==> config.mk <==
export PLATFORM = sky130hd
export DESIGN_NAME = lz_denorm
export DESIGN_NICKNAME = d
export VERILOG_FILES = /design/src/rtl/lz_denorm_pkg.sv /design/src/rtl/lz_denorm.sv
export SDC_FILE = /design/constraint.sdc
export NUM_CORES = 1
export LEC_CHECK = 0
export BUFFER_PORTS_ARGS = -buffer_cell sky130_fd_sc_hd__buf_2
export CORE_MARGIN = 3
export CORE_UTILIZATION = 49
export CTS_CLUSTER_DIAMETER = 50
export DETAILED_ROUTE_END_ITERATION = 16
export PLACE_DENSITY = 0.77
export SLEW_MARGIN = 30
export SYNTH_ARGS = -nofsm -noshare
export SYNTH_HDL_FRONTEND = slang
export SYNTH_SLANG_ARGS = --single-unit
==> constraint.sdc <==
create_clock -name i_clk -period 1.5 [get_ports i_clk]
set_input_delay 0.075 -clock i_clk [delete_from_list [all_inputs] [get_ports i_clk]]
set_output_delay 0.075 -clock i_clk [all_outputs]
set_load 0.01 [all_outputs]
==> src/rtl/lz_denorm_pkg.sv <==
// ============================================================================
//  Package     : lz_pkg
//  Description : Shared definitions for the lz_denorm block. Holds the FSM
//                state encoding, the default data width and the helper that
//                sizes the shift-count field from the data width.
//  Optional    : none (LZ_DENORM_STICKY_EN is consumed by lz_denorm and
//                lz_denorm_if, not here)
//  Revision    : 1.0  initial release
// ============================================================================
`default_nettype none

package lz_pkg;

  localparam int c_default_width = 8;

  typedef enum logic [1:0] {
    IDLE  = 2'd0,
    SHIFT = 2'd1,
    DONE  = 2'd2
  } state_t;

  // Bits needed to hold any count 0..width inclusive, i.e. clog2(width+1).
  // Loop stops at 30 so (1 << i) never reaches the int sign bit.
  function automatic int cw_of(input int width);
    int r;
    r = 0;
    for (int i = 0; i < 31; i++) begin
      if ((1 << i) < (width + 1)) r = i + 1;
    end
    return r;
  endfunction

endpackage

`default_nettype wire

==> src/rtl/lz_denorm.sv <==
// ============================================================================
//  Module      : lz_denorm
//  Description : Denormalizer. Accepts a normalized mantissa and a count,
//                then shifts the mantissa right one bit per cycle, inserting
//                that many leading zeros (count clamped to WIDTH). Result is
//                held until consumed.
//  Ports       : i_clk, i_rst_n (async, active-low)
//                i_valid/o_ready, i_mant, i_cnt      request handshake
//                o_valid/i_ready, o_data, o_norm_err result handshake
//                o_sticky  OR of shifted-out bits (optional)
//  Optional    : LZ_DENORM_STICKY_EN adds o_sticky and its register
//  Revision    : 1.0  initial release
// ============================================================================
`default_nettype none

module lz_denorm
  import lz_pkg::*;
#(
  parameter  int WIDTH = c_default_width,
  localparam int CW    = cw_of(WIDTH)
) (
  input  wire              i_clk,
  input  wire              i_rst_n,
  input  wire              i_valid,
  output logic             o_ready,
  input  wire  [WIDTH-1:0] i_mant,
  input  wire  [CW-1:0]    i_cnt,
  output logic             o_valid,
  input  wire              i_ready,
  output logic [WIDTH-1:0] o_data,
`ifdef LZ_DENORM_STICKY_EN
  output logic             o_sticky,
`endif
  output logic             o_norm_err
);

  state_t           r_state;
  state_t           w_state_nxt;
  logic [WIDTH-1:0] r_data;
  logic [CW-1:0]    r_rem;
  logic             r_norm_err;
  logic [CW-1:0]    w_cnt_clamp;

  // Counts beyond WIDTH would shift out everything anyway; clamping keeps
  // latency bounded at WIDTH+1 edges.
  assign w_cnt_clamp = (i_cnt > CW'(WIDTH)) ? CW'(WIDTH) : i_cnt;

  always_comb begin
    w_state_nxt = r_state;
    case (r_state)
      IDLE:    if (i_valid) w_state_nxt = (w_cnt_clamp == '0) ? DONE : SHIFT;
      SHIFT:   if (r_rem == CW'(1)) w_state_nxt = DONE;
      DONE:    if (i_ready) w_state_nxt = IDLE;
      default: w_state_nxt = IDLE;
    endcase
  end

  always_ff @(posedge i_clk or negedge i_rst_n) begin
    if (!i_rst_n) begin
      r_state    <= IDLE;
      r_data     <= '0;
      r_rem      <= '0;
      r_norm_err <= 1'b0;
    end else begin
      r_state <= w_state_nxt;
      case (r_state)
        IDLE: begin
          if (i_valid) begin
            r_data     <= i_mant;
            r_rem      <= w_cnt_clamp;
            r_norm_err <= ~i_mant[WIDTH-1];
          end
        end
        SHIFT: begin
          r_data <= r_data >> 1;
          r_rem  <= r_rem - CW'(1);
        end
        default: ;
      endcase
    end
  end

`ifdef LZ_DENORM_STICKY_EN
  logic r_sticky;

  // Cleared on accept, then collects every LSB that falls off the register.
  always_ff @(posedge i_clk or negedge i_rst_n) begin
    if (!i_rst_n) begin
      r_sticky <= 1'b0;
    end else begin
      case (r_state)
        IDLE:    if (i_valid) r_sticky <= 1'b0;
        SHIFT:   r_sticky <= r_sticky | r_data[0];
        default: ;
      endcase
    end
  end

  assign o_sticky = r_sticky;
`endif

  assign o_ready    = (r_state == IDLE);
  assign o_valid    = (r_state == DONE);
  assign o_data     = r_data;
  assign o_norm_err = r_norm_err;

endmodule

`default_nettype wire

==> results.md, run 1 <==
- Result of the run: finished, final reports clean
- Buffer levels on the longest clock path: 2
- Number of failing hold endpoints at the final stage: 0
- Internal power of the cells: 1.17 mW
- Final count of pins violating max slew: 0
- Antenna diodes: 0
- Total design power: 2.03 mW
- Number of gates given a new drive strength after cts: 0
- Per-cell via count in the routed design: 6.03
- Fin crit period: 1300 ps
- Total CTS buffers: 3
- Via total after detailed routing: 826
- Delay contributed by the slowest stage of the critical path: 440 ps
- CTS tree: done
- Crit path max-delay cell type: sky130_fd_sc_hd__dfrtp_1
- Achievable Freq: 771 MHz
- Synth Instances: 90
- Syn Std Cell Area: 858 µm²
- Drt wl/cell: 15.0 µm
- Top cells by count, synth: sky130_fd_sc_hd__a22oi_1 (15), sky130_fd_sc_hd__dfrtp_1 (15), sky130_fd_sc_hd__o21ai_1 (11)
- Min Hold Slack: 60.4 ps
- Kind of end point of the critical path: output pin
- Number of H-tree levels: 1
- Core box area: 0.00158 mm²
- Total area of multi-input combinational cells: 424 µm²
- Sum Neg Setup Slack: 0 ps
- Largest net degree at the start of global routing: 16
- Fin area: 0.00106 mm²
- Sequential share of power: 37.8%
- WS Path Type: flop to output pin
- Violation count after the first detailed-route iteration: 25
- Main flop type after synthesis: sky130_fd_sc_hd__dfrtp_1
- Synthesis warning total: 0
- Setup WS pre-CTS: 256 ps
- Final WS setup: 204 ps
- Fraction of synthesized cell area taken by the top area cell type: 43.7%
- Startpoint of the worst setup timing path: r_state[1]
- Ratio of cells with drive above 1 in the final layout: 29.8%
- Vias in the first global route: 738
- Worst Path Buf+Inv: 2
- Required time at the endpoint of the critical path: 1420 ps
- EDFF count, synth: 0
- First-pass GRT wire length: 3240 µm
- Vertical extent of the die: 47.9 µm
- Placed inst area: 0.00101 mm²
- Chain of cells forming the critical path: buf_4 -> nor2b_1 -> buf_2
- Final Cycle Share: 86.4%
- Share of total power in combinational logic: 50.3%
- Antenna violation net count after detailed routing: 0
- Buffers inserted by post-CTS timing repair: 0
- Unique cell type count in the Yosys netlist: 29
- Initial core utilization: 54.4%
- Detailed placement HPWL: 1500 µm
- Part of the total power dissipated in the clock network: 11.9%
- Switching power: 852 µW
- Mean Syn Cell Area: 9.54 µm²
- Clk Latency, worst-skew pair: 280 ps
- Area occupied by registers: 375 µm²
- Number of clock sinks seen by CTS: 15
- Port buffer count: 26
- Seq/Total Area, Yosys: 43.7%
- Std-Cell Rows: 14
- CTS clk-pin slew, worst paths: 100 ps
- Wire length reported by the detailed router: 2060 µm
- Async S/R FF share, synth: 100%
- Largest delay share family, worst path: flip-flops
- Filler cells: 135
- Final setup skew: 2.75 ps
- Detailed Routing Iterations Pass 1: 4
- Count of boundary I/O pins: 27
- Area growth syn-to-layout: 23.0%
- Min-delay worst type: input pin to flop
- Routability-driven placement congestion ratio: 0.906
- Net count after synthesis: 108
- Worst EP arrival: 1220 ps
- MaxCap Viol Count: 0
- CTS Root Cell: sky130_fd_sc_hd__clkbuf_4
- # setup viols final: 0
- Beginning of the worst register-to-register path: r_state[1]
- Switching power as a share of total power: 42.1%
- Leakage power summed over all cells: 0.523 nW
- Total of flip-flops plus latches after synthesis: 15
- Overall die width: 47.9 µm
- Element type at the critical path start: flop
- Final net count: 140
- Most area-consuming cells after synthesis: sky130_fd_sc_hd__dfrtp_1 (44%), sky130_fd_sc_hd__a22oi_1 (13%), sky130_fd_sc_hd__o21ai_1 (6.4%)
- Leftover overflow at the end of global routing: 0
- Slew @ Worst Pin: 447 ps
- Peak VDD IR: 1.21 mV
- Maximum fanout along the worst path: 11
- Die ar.: 0.00229 mm²
- Worst Hold Launch: i_mant[1]
- Post-route DRC violation count: 0
- Overall routing resource usage: 20.3%
- Rel. slew slack: 69.9%
- Number of antenna violations at the first check in global routing: 0
- Setup repair after global routing missed its margin: false
- Power density relative to cell area: 1920 mW/mm²
- Largest area contributor in the netlist: sky130_fd_sc_hd__dfrtp_1
-- cells by family (layout without fill, tap and decap cells) --
group,count (synthesis),after routing,share of synthesized area (%)
AO/OA/AOI/OAI,34,34,27.3
adder cells (fa/ha/maj),2,2,2.91
buffers and inverters,12,43,6.85
flip-flops,15,15,43.7
multiplexers,2,2,2.33
AND/OR/NAND/NOR,25,25,16.9
-- metal layers --
metal	track usage (%)	vias to the layer above	wire [µm]
li1	-	399	-
met1	26.9	386	945
met2	31.1	35	956
met3	3.76	6	125
met4	10.8	0	31
met5	0	-	0
-- worst reg2reg max path, stage by stage, from the launching register on --
cell	delay, ps
sky130_fd_sc_hd__dfrtp_1	440
sky130_fd_sc_hd__and2b_1	460
sky130_fd_sc_hd__a32oi_1	170
sky130_fd_sc_hd__o21ai_1	140
-- state kept, by name (all words and copies together), names as in the netlist --
name and cells:
r_rem 4, o_norm_err 1, r_state 2, o_data 8
-- worst paths after layout --
check	slack, ps	to	cells after the start
max reg2reg	220	r_rem[0]	3
max in group asynchronous	1030	r_rem[3]	2
min reg2reg	530	o_norm_err	2
min in group asynchronous	220	o_data[1]	2
max	200	o_valid	3
min	60	o_data[1]	3
-- placed cells by master, fill, tap and decap left out, types with 2 or more instances in the layout --
cell	instances
sky130_fd_sc_hd__a22oi_1	15
sky130_fd_sc_hd__and2b_1	2
sky130_fd_sc_hd__buf_2	26
sky130_fd_sc_hd__nor2b_1	5
sky130_fd_sc_hd__a31oi_1	2
sky130_fd_sc_hd__inv_1	5
sky130_fd_sc_hd__buf_4	5
sky130_fd_sc_hd__o21ai_1	11
sky130_fd_sc_hd__nand2b_1	3
sky130_fd_sc_hd__clkbuf_4	3
sky130_fd_sc_hd__dfrtp_1	15
sky130_fd_sc_hd__mux2i_1	2
sky130_fd_sc_hd__dlygate4sd3_1	2
sky130_fd_sc_hd__nand2_1	4
sky130_fd_sc_hd__ha_1	2
sky130_fd_sc_hd__nor3_1	3
sky130_fd_sc_hd__nor2_1	3
-- per-stage QoR --
stage | util (%) | std cells
4_1_cts | 67.0 | 137
3_3_place_gp | 64.0 | 131
3_5_place_dp | 64.0 | 131
5_1_grt | 67.0 | 137
2_1_floorplan | - | 90
6_report | 67.0 | 137
-- cell type report --
cell class              count  area share [%]
inverters                   6            2.13
repair buffers             33            17.8
well taps                  16            1.90
multi-input cells          63            40.2
clock buffers               4            2.49
flip-flops and latches     15            35.5
-- power groups by stage --
stage | clock network [mW] | registers, mW | logic, mW
6_report | 0.241 | 0.765 | 1.02
5_1_grt | 0.265 | 0.793 | 1.15
4_1_cts | 0.242 | 0.766 | 1.03
3_5_place_dp | 0 | 0.776 | 1.02
3_3_place_gp | 0 | 0.761 | 0.983
2_1_floorplan | 0 | 0.781 | 0.661
-- what timing repair did --
action,4_1_cts,5_1_grt
endpoints found under the setup margin,0,0
endpoints found under the hold margin,16,0
hold buffers,2,0
Note: power is estimated with default switching activity, not from simulation.
==> inputs of run 2 (changes only) <==
Settings changed: ABC_AREA from default to 1, CORE_UTILIZATION 49 to 48, PLACE_DENSITY 0.77 to 0.76, TNS_END_PERCENT from default to 50.
==> run 2 against run 1 <==
  * Routed wire length down 7.1%
  * Sequential cell count unchanged
  * Clock-buffer cell count down 1
  * Largest power group unchanged
==> results.md, run 2 <==
- Final setup skew: 12.3 ps (was 2.75 ps)
- CTS Root Cell: sky130_fd_sc_hd__clkbuf_4 (unchanged)
- Seq/Total Area, Yosys: 44.5% (was 43.7%)
- Violation count after the first detailed-route iteration: 7 (was 25)
- Leakage power summed over all cells: 0.565 nW (was 0.523 nW)
- Synthesis warning total: 0 (unchanged)
- Sum of met2 wire segment lengths after detailed routing: 940 µm (was 956 µm)
- Ratio of cells with drive above 1 in the final layout: 26.4% (was 29.8%)
- Part of the total power dissipated in the clock network: 11.2% (was 11.9%)
- Wire length on met3: 93 µm (was 125 µm)
- Detailed Routing Iterations Pass 1: 4 (unchanged)
- Number of clock sinks seen by CTS: 15 (unchanged)
- Top cells by count, synth: sky130_fd_sc_hd__nand2_1 (34), sky130_fd_sc_hd__dfrtp_1 (15), sky130_fd_sc_hd__inv_1 (15), sky130_fd_sc_hd__o21ai_1 (15), sky130_fd_sc_hd__nand3_1 (8) (was sky130_fd_sc_hd__a22oi_1 (15), sky130_fd_sc_hd__dfrtp_1 (15), sky130_fd_sc_hd__o21ai_1 (11))
- Main flop type after synthesis: sky130_fd_sc_hd__dfrtp_1 (unchanged)
- Worst EP arrival: 1270 ps (was 1220 ps)
- Initial core utilization: 53.5% (was 54.4%)
- Rel. slew slack: 78.6% (was 69.9%)
- Area share of and/or/nand/nor cells after synthesis: 26.4% (was 16.9%)
- Element type at the critical path start: flop (unchanged)
- Sequential share of power: 35.3% (was 37.8%)
- Cell count after placement: 150 (was 131)
- Share of total power in combinational logic: 53.5% (was 50.3%)
- Maximum fanout along the worst path: 6 (was 11)
- Final WS setup: 156 ps (was 204 ps)
- MaxCap Viol Count: 0 (unchanged)
- Internal power of the cells: 1.12 mW (was 1.17 mW)
- Flip-flop count of the largest register after layout: 8 (unchanged)
- Combinational family with the most area after synthesis: simple AND/OR/NAND/NOR gates (was compound AO/OA/AOI/OAI gates)
- Filler cells: 154 (was 135)
- Sum Neg Setup Slack: 0 ps (unchanged)
- Compound-gate portion of the synthesized area: 15.6% (was 27.3%)
- Most frequent standard cell in the layout excluding fill and tap cells: sky130_fd_sc_hd__nand2_1 (was sky130_fd_sc_hd__buf_2)
- Switching power: 1.02 mW (was 852 µW)
- Area share of fa/ha/maj cells after synthesis: 2.97% (was 2.92%)
- Net count after synthesis: 128 (was 108)
- Total of flip-flops plus latches after synthesis: 15 (unchanged)
- Port buffer count: 26 (unchanged)
- Final Cycle Share: 89.6% (was 86.4%)
- Most area-consuming cells after synthesis: sky130_fd_sc_hd__dfrtp_1 (45%), sky130_fd_sc_hd__nand2_1 (15%), sky130_fd_sc_hd__o21ai_1 (8.9%) (was sky130_fd_sc_hd__dfrtp_1 (44%), sky130_fd_sc_hd__a22oi_1 (13%), sky130_fd_sc_hd__o21ai_1 (6.4%))
- Routability-driven placement congestion ratio: 0.798 (was 0.906)
- Number of H-tree levels: 1 (unchanged)
- Count of boundary I/O pins: 27 (unchanged)
- Vertical extent of the die: 47.9 µm (about the same)
- Required time at the endpoint of the critical path: 1420 ps (about the same)
- Via total after detailed routing: 785 (was 826)
- Leftover overflow at the end of global routing: 0 (unchanged)
- Unique cell type count in the Yosys netlist: 19 (was 29)
- Vias in the first global route: 753 (was 738)
- Fraction of synthesized cell area taken by the top area cell type: 44.5% (was 43.7%)
- Final net count: 159 (was 140)
- Achievable Freq: 744 MHz (was 771 MHz)
- Detailed placement HPWL: 1390 µm (was 1500 µm)
- Clk Latency, worst-skew pair: 290 ps (was 280 ps)
- Most instantiated library cell after synthesis: sky130_fd_sc_hd__nand2_1
- Fin crit period: 1340 ps (was 1300 ps)
- Final std cells w/o fill: 156 (was 137)
- Antenna diodes: 0 (unchanged)
- Highest routed metal layer: met4 (unchanged)
- CTS tree: done (unchanged)
- Synth Instances: 110 (was 90)
- Std-Cell Rows: 14 (unchanged)
- Async S/R FF share, synth: 100% (unchanged)
- Portion of netlist area occupied by mux cells: 0% (was 2.33%)
- Overall die width: 47.9 µm (about the same)
- # setup viols final: 0 (unchanged)
- Min-delay worst type: input pin to flop (unchanged)
- Overall routing resource usage: 20.1% (was 20.3%)
- Result of the run: finished, final reports clean (unchanged)
- Commonest non-fill, non-tap cells in the layout: sky130_fd_sc_hd__nand2_1 (34), sky130_fd_sc_hd__buf_2 (26), sky130_fd_sc_hd__inv_1 (15), sky130_fd_sc_hd__o21ai_1 (15), sky130_fd_sc_hd__dfrtp_1 (15) (was sky130_fd_sc_hd__buf_2 (26), sky130_fd_sc_hd__a22oi_1 (15), sky130_fd_sc_hd__dfrtp_1 (15))
- Post-route DRC violation count: 0 (unchanged)
- Slew @ Worst Pin: 321 ps (was 447 ps)
- Total CTS buffers: 3 (unchanged)
- Post-synthesis xor/xnor area fraction: 0% (unchanged)
- Setup WS pre-CTS: 288 ps (was 256 ps)
- CTS clk-pin slew, worst paths: 100 ps (about the same)
- Drt wl/cell: 12.2 µm (was 15.0 µm)
- Buffer levels on the longest clock path: 2 (unchanged)
- Die ar.: 0.00230 mm² (was 0.00229 mm²)
- Largest area contributor in the netlist: sky130_fd_sc_hd__dfrtp_1 (unchanged)
- Wire length reported by the detailed router: 1910 µm (was 2060 µm)
- Peak VDD IR: 1.08 mV (was 1.21 mV)
- Syn Std Cell Area: 843 µm² (was 858 µm²)
- Area growth syn-to-layout: 20.8% (was 23.0%)
- Per-cell via count in the routed design: 5.03 (was 6.03)
- DRT met1 WL: 852 µm (was 945 µm)
- Kind of end point of the critical path: output pin (unchanged)
- Number of antenna violations at the first check in global routing: 0 (unchanged)
- Mean Syn Cell Area: 7.67 µm² (was 9.54 µm²)
- Antenna violation net count after detailed routing: 0 (unchanged)
- Number of failing hold endpoints at the final stage: 0 (unchanged)
- Core box area: 0.00158 mm² (unchanged)
- Power density relative to cell area: 2100 mW/mm² (was 1920 mW/mm²)
- WS Path Type: flop to output pin (unchanged)
- First-pass GRT wire length: 3170 µm (was 3240 µm)
- Largest net degree at the start of global routing: 18 (was 16)
- Switching power as a share of total power: 47.7% (was 42.1%)
- Final count of pins violating max slew: 0 (unchanged)
- Setup repair after global routing missed its margin: false (unchanged)
- EDFF count, synth: 0 (unchanged)
run 2: cell count changes after synthesis, moves of 3 or more:
cell,previous run,this run
sky130_fd_sc_hd__nand2b_1,3,0
sky130_fd_sc_hd__nand3_1,0,8
sky130_fd_sc_hd__nand2_1,4,34
sky130_fd_sc_hd__nor2b_1,5,0
sky130_fd_sc_hd__nor2_1,3,7
sky130_fd_sc_hd__nor3_1,3,0
sky130_fd_sc_hd__a22oi_1,15,1
sky130_fd_sc_hd__inv_1,5,15
sky130_fd_sc_hd__o21ai_1,11,15
run 2: layer usage:
metal	vias up	track usage (%)
li1	411	-
met2	22	33.0
met3	4	4.14
met1	348	25.7
met4	0	8.06
met5	-	0
run 2: worst paths after layout:
path | startpoint | slack (ps) | endpoint | depth (start not counted)
setup / recovery | r_state[0] | 160 | o_ready | 2
hold / removal | i_mant[0] | 30 | o_data[0] | 3
setup reg to reg | r_state[0] | 280 | r_rem[1] | 4
hold reg to reg | o_data[0] | 500 | o_data[0] | 2
max in group asynchronous | i_rst_n | 1030 | r_rem[1] | 2
min in group asynchronous | i_rst_n | 210 | o_data[1] | 2
run 2: cell type report:
| cell class | count | area [µm²] | area share, % |
|---|---|---|---|
| Clock buffer | 3 | 22.5 | 2.21 |
| Clock inverter | 1 | 5.00 | 0.491 |
| Inverter | 17 | 66.3 | 6.51 |
| Multi-Input combinational cell | 76 | 379 | 37.2 |
| Sequential cell | 15 | 375 | 36.9 |
| Tap cell | 16 | 20.0 | 1.97 |
| Timing Repair Buffer | 28 | 150 | 14.7 |
run 2: cells by family (layout without fill, tap and decap cells):
kind of cell,count (synthesis),after routing
buffers and inverters,19,49
DFF,15,15
and+or+nand+nor,52,52
AOI/OAI and AO/OA,22,22
adders and majority gates,2,2
run 2: what timing repair did:
item | 4_1_cts | 5_1_grt
hold buffers | 2 | 0
endpoints found under the hold margin | 16 | 0
buffers inserted | 0 | 0
resized for setup | 0 | 0
run 2: power groups by stage:
stage,clock network [mW],registers [mW],logic [mW]
after floorplan,0,0.792,0.832
after global placement,0,0.749,1.11
after detailed placement,0,0.756,1.14
after CTS,0.245,0.755,1.16
after global routing,0.259,0.779,1.34
final,0.239,0.756,1.14
run 2: metrics by stage:
step	total power, mW	util [%]	instance area, µm²	hold WS (ps)
after floorplan	1.62	-	843	-221
after global placement	1.86	61.6	971	-4.37
after detailed placement	1.90	61.6	971	-0.0467
after CTS	2.16	64.6	1020	27.8
after global routing	2.38	64.6	1020	49.7
final	2.14	64.6	1020	32.9
run 2: critical path, stage by stage (launching register included):
cell and delay, ps:
sky130_fd_sc_hd__dfrtp_1 490, sky130_fd_sc_hd__nor2_1 300, sky130_fd_sc_hd__buf_2 190
==> inputs of run 3 (changes only) <==
Settings changed: RECOVER_POWER from default to 25.
==> run 3 against run 2 <==
  * Sequential share of layout area about the same
  * Fmax unchanged
  * Final cell count unchanged
  * Register-to-register slack about the same
  * Cell area down 0.12%
  * Via count unchanged
  * Critical path type unchanged
==> results.md, run 3 (synthesized netlist as in run 2, its figures left out) <==
- Result of the run: finished, final reports clean (unchanged)
- Drt wl/cell: 12.2 µm (about the same)
- CTS tree: done (unchanged)
- Element type at the critical path start: flop (unchanged)
- Ratio of cells with drive above 1 in the final layout: 25.7% (was 26.4%)
- First-pass GRT wire length: 3170 µm (unchanged)
- Delay contributed by the slowest stage of the critical path: 490 ps (about the same)
- Worst Hold Endpoint: o_data[0] (unchanged)
- Number of failing hold endpoints at the final stage: 0 (unchanged)
- WS Path Type: flop to output pin (unchanged)
- Maximum fanout along the worst path: 6 (unchanged)
- Violation count after the first detailed-route iteration: 8 (was 7)
- R2R setup slack: 280 ps (about the same)
- Number of antenna violations at the first check in global routing: 0 (unchanged)
- Area growth syn-to-layout: 20.6% (was 20.8%)
- Crit path max-delay cell type: sky130_fd_sc_hd__dfrtp_1 (unchanged)
- Std-Cell Rows: 14 (unchanged)
- Commonest non-fill, non-tap cells in the layout: sky130_fd_sc_hd__nand2_1 (34), sky130_fd_sc_hd__buf_2 (25), sky130_fd_sc_hd__inv_1 (15), sky130_fd_sc_hd__o21ai_1 (15), sky130_fd_sc_hd__dfrtp_1 (15) (was sky130_fd_sc_hd__nand2_1 (34), sky130_fd_sc_hd__buf_2 (26), sky130_fd_sc_hd__inv_1 (15), sky130_fd_sc_hd__o21ai_1 (15), sky130_fd_sc_hd__dfrtp_1 (15))
- Final setup skew: 12.3 ps (unchanged)
- Fin crit period: 1340 ps (unchanged)
- Highest routed metal layer: met4 (unchanged)
- Vertical extent of the die: 47.9 µm (unchanged)
- Sum Neg Setup Slack: 0 ps (unchanged)
- Slew @ Worst Pin: 764 ps (was 321 ps)
- Number of clock sinks seen by CTS: 15 (unchanged)
- MaxCap Viol Count: 0 (unchanged)
- Vias in the first global route: 753 (unchanged)
- CTS Root Cell: sky130_fd_sc_hd__clkbuf_4 (unchanged)
- Leftover overflow at the end of global routing: 0 (unchanged)
- Achievable Freq: 744 MHz (unchanged)
- Peak VDD IR: 1.08 mV (about the same)
- Number of gates given a new drive strength after cts: 0 (unchanged)
- Largest delay share family, worst path: flip-flops (unchanged)
- Final WS setup: 156 ps (unchanged)
- Final std cells w/o fill: 156 (unchanged)
- Final Cycle Share: 89.6% (unchanged)
- Placed inst area: 971 µm² (unchanged)
- # setup viols final: 0 (unchanged)
- Count of boundary I/O pins: 27 (unchanged)
- Per-cell via count in the routed design: 5.03 (unchanged)
- Final cell utilization of the core: 64.5% (was 64.6%)
- Number of cells on the worst reg-to-reg path: 4 (unchanged)
- Min Hold Slack: 32.9 ps (unchanged)
- Beginning of the worst register-to-register path: r_state[0] (unchanged)
- Antenna violation net count after detailed routing: 0 (unchanged)
- Fin area: 0.00102 mm² (about the same)
- Detailed placement HPWL: 1390 µm (unchanged)
- Flip-flop count of the largest register after layout: 8 (unchanged)
- Die ar.: 0.00230 mm² (unchanged)
- Buffer levels on the longest clock path: 2 (unchanged)
- Largest net degree at the start of global routing: 18 (unchanged)
- DRT met1 WL: 856 µm (was 852 µm)
- Initial core utilization: 53.5% (unchanged)
- Post-route DRC violation count: 0 (unchanged)
- Core box area: 0.00158 mm² (unchanged)
- Final net count: 159 (unchanged)
- Cells on Worst Hold Path: 3 (unchanged)
- Power density relative to cell area: 2100 mW/mm² (about the same)
- Sum of met2 wire segment lengths after detailed routing: 940 µm (unchanged)
- Reg2Reg Capture Point: r_rem[1] (unchanged)
- CTS clk-pin slew, worst paths: 100 ps (about the same)
- Wire length reported by the detailed router: 1910 µm (about the same)
- Antenna diodes: 0 (unchanged)
- Port buffer count: 26 (unchanged)
- Worst EP arrival: 1270 ps (about the same)
- Worst Path Buf+Inv: 1 (unchanged)
- Total CTS buffers: 3 (unchanged)
- Depth of the critical timing path with buffers and inverters included: 2 (unchanged)
- Number of H-tree levels: 1 (unchanged)
- Worst Hold Launch: i_mant[0] (unchanged)
- Most frequent standard cell in the layout excluding fill and tap cells: sky130_fd_sc_hd__nand2_1 (unchanged)
- Via total after detailed routing: 785 (unchanged)
- Final count of pins violating max slew: 0 (unchanged)
- Overall die width: 47.9 µm (unchanged)
- Leakage power summed over all cells: 0.562 nW (was 0.565 nW)
- Min-delay worst type: input pin to flop (unchanged)
- Cell count after placement: 150 (unchanged)
- Total design power: 2.14 mW (about the same)
- Routability-driven placement congestion ratio: 0.798 (unchanged)
- Chain of cells forming the critical path: nor2_1 -> buf_2 (unchanged)
- Rel. slew slack: 49.1% (was 78.6%)
- Kind of end point of the critical path: output pin (unchanged)
- Setup repair after global routing missed its margin: false (unchanged)
- Startpoint of the worst setup timing path: r_state[0] (unchanged)
- Setup WS pre-CTS: 288 ps (unchanged)
- Detailed Routing Iterations Pass 1: 4 (unchanged)
- Clk Latency, worst-skew pair: 290 ps (about the same)
- Required time at the endpoint of the critical path: 1420 ps (about the same)
- Overall routing resource usage: 20.1% (unchanged)
- Wire length on met3: 88 µm (was 93 µm)
run 3: layer usage:
| layer | up-vias | GRT usage, % |
|---|---|---|
| met5 | - | 0 |
| met4 | 0 | 8.06 |
| met3 | 4 | 4.14 |
| met2 | 22 | 33.0 |
| met1 | 348 | 25.7 |
| li1 | 411 | - |
run 3: worst min-delay path, cell delays in order:
cell	delay (ps)
sky130_fd_sc_hd__buf_2	80
sky130_fd_sc_hd__o211ai_1	80
sky130_fd_sc_hd__nand2_1	60
run 3: area by class of cell:
type                    instances  area [µm²]
fillers                       155         559
multi-input cells              76         379
flip-flops and latches         15         375
repair buffers                 28         149
inverters                      17        66.3
clock buffers                   3        22.5
well taps                      16        20.0
clock inverters                 1        5.00
run 3: repair_timing:
action / 4_1_cts / 5_1_grt
buffers inserted: 0 / 0
hold buffers: 2 / 0
endpoints found under the setup margin: 0 / 0
endpoints found under the hold margin: 16 / 0
run 3: worst max path at each step:
stage               end  slack [ps]
5_1_grt         o_ready          60
3_3_place_gp   r_rem[1]         350
4_1_cts         o_ready         140
6_report        o_ready         160
2_1_floorplan  r_rem[1]         330
3_5_place_dp   r_rem[1]         290
run 3: where the power goes:
| part | switching (mW) | total (mW) | internal [mW] |
|---|---|---|---|
| logic | 0.726 | 1.14 | 0.418 |
| clock network | 0.140 | 0.239 | 0.0992 |
| registers | 0.155 | 0.755 | 0.600 |
| total | 1.02 | 2.14 | 1.12 |
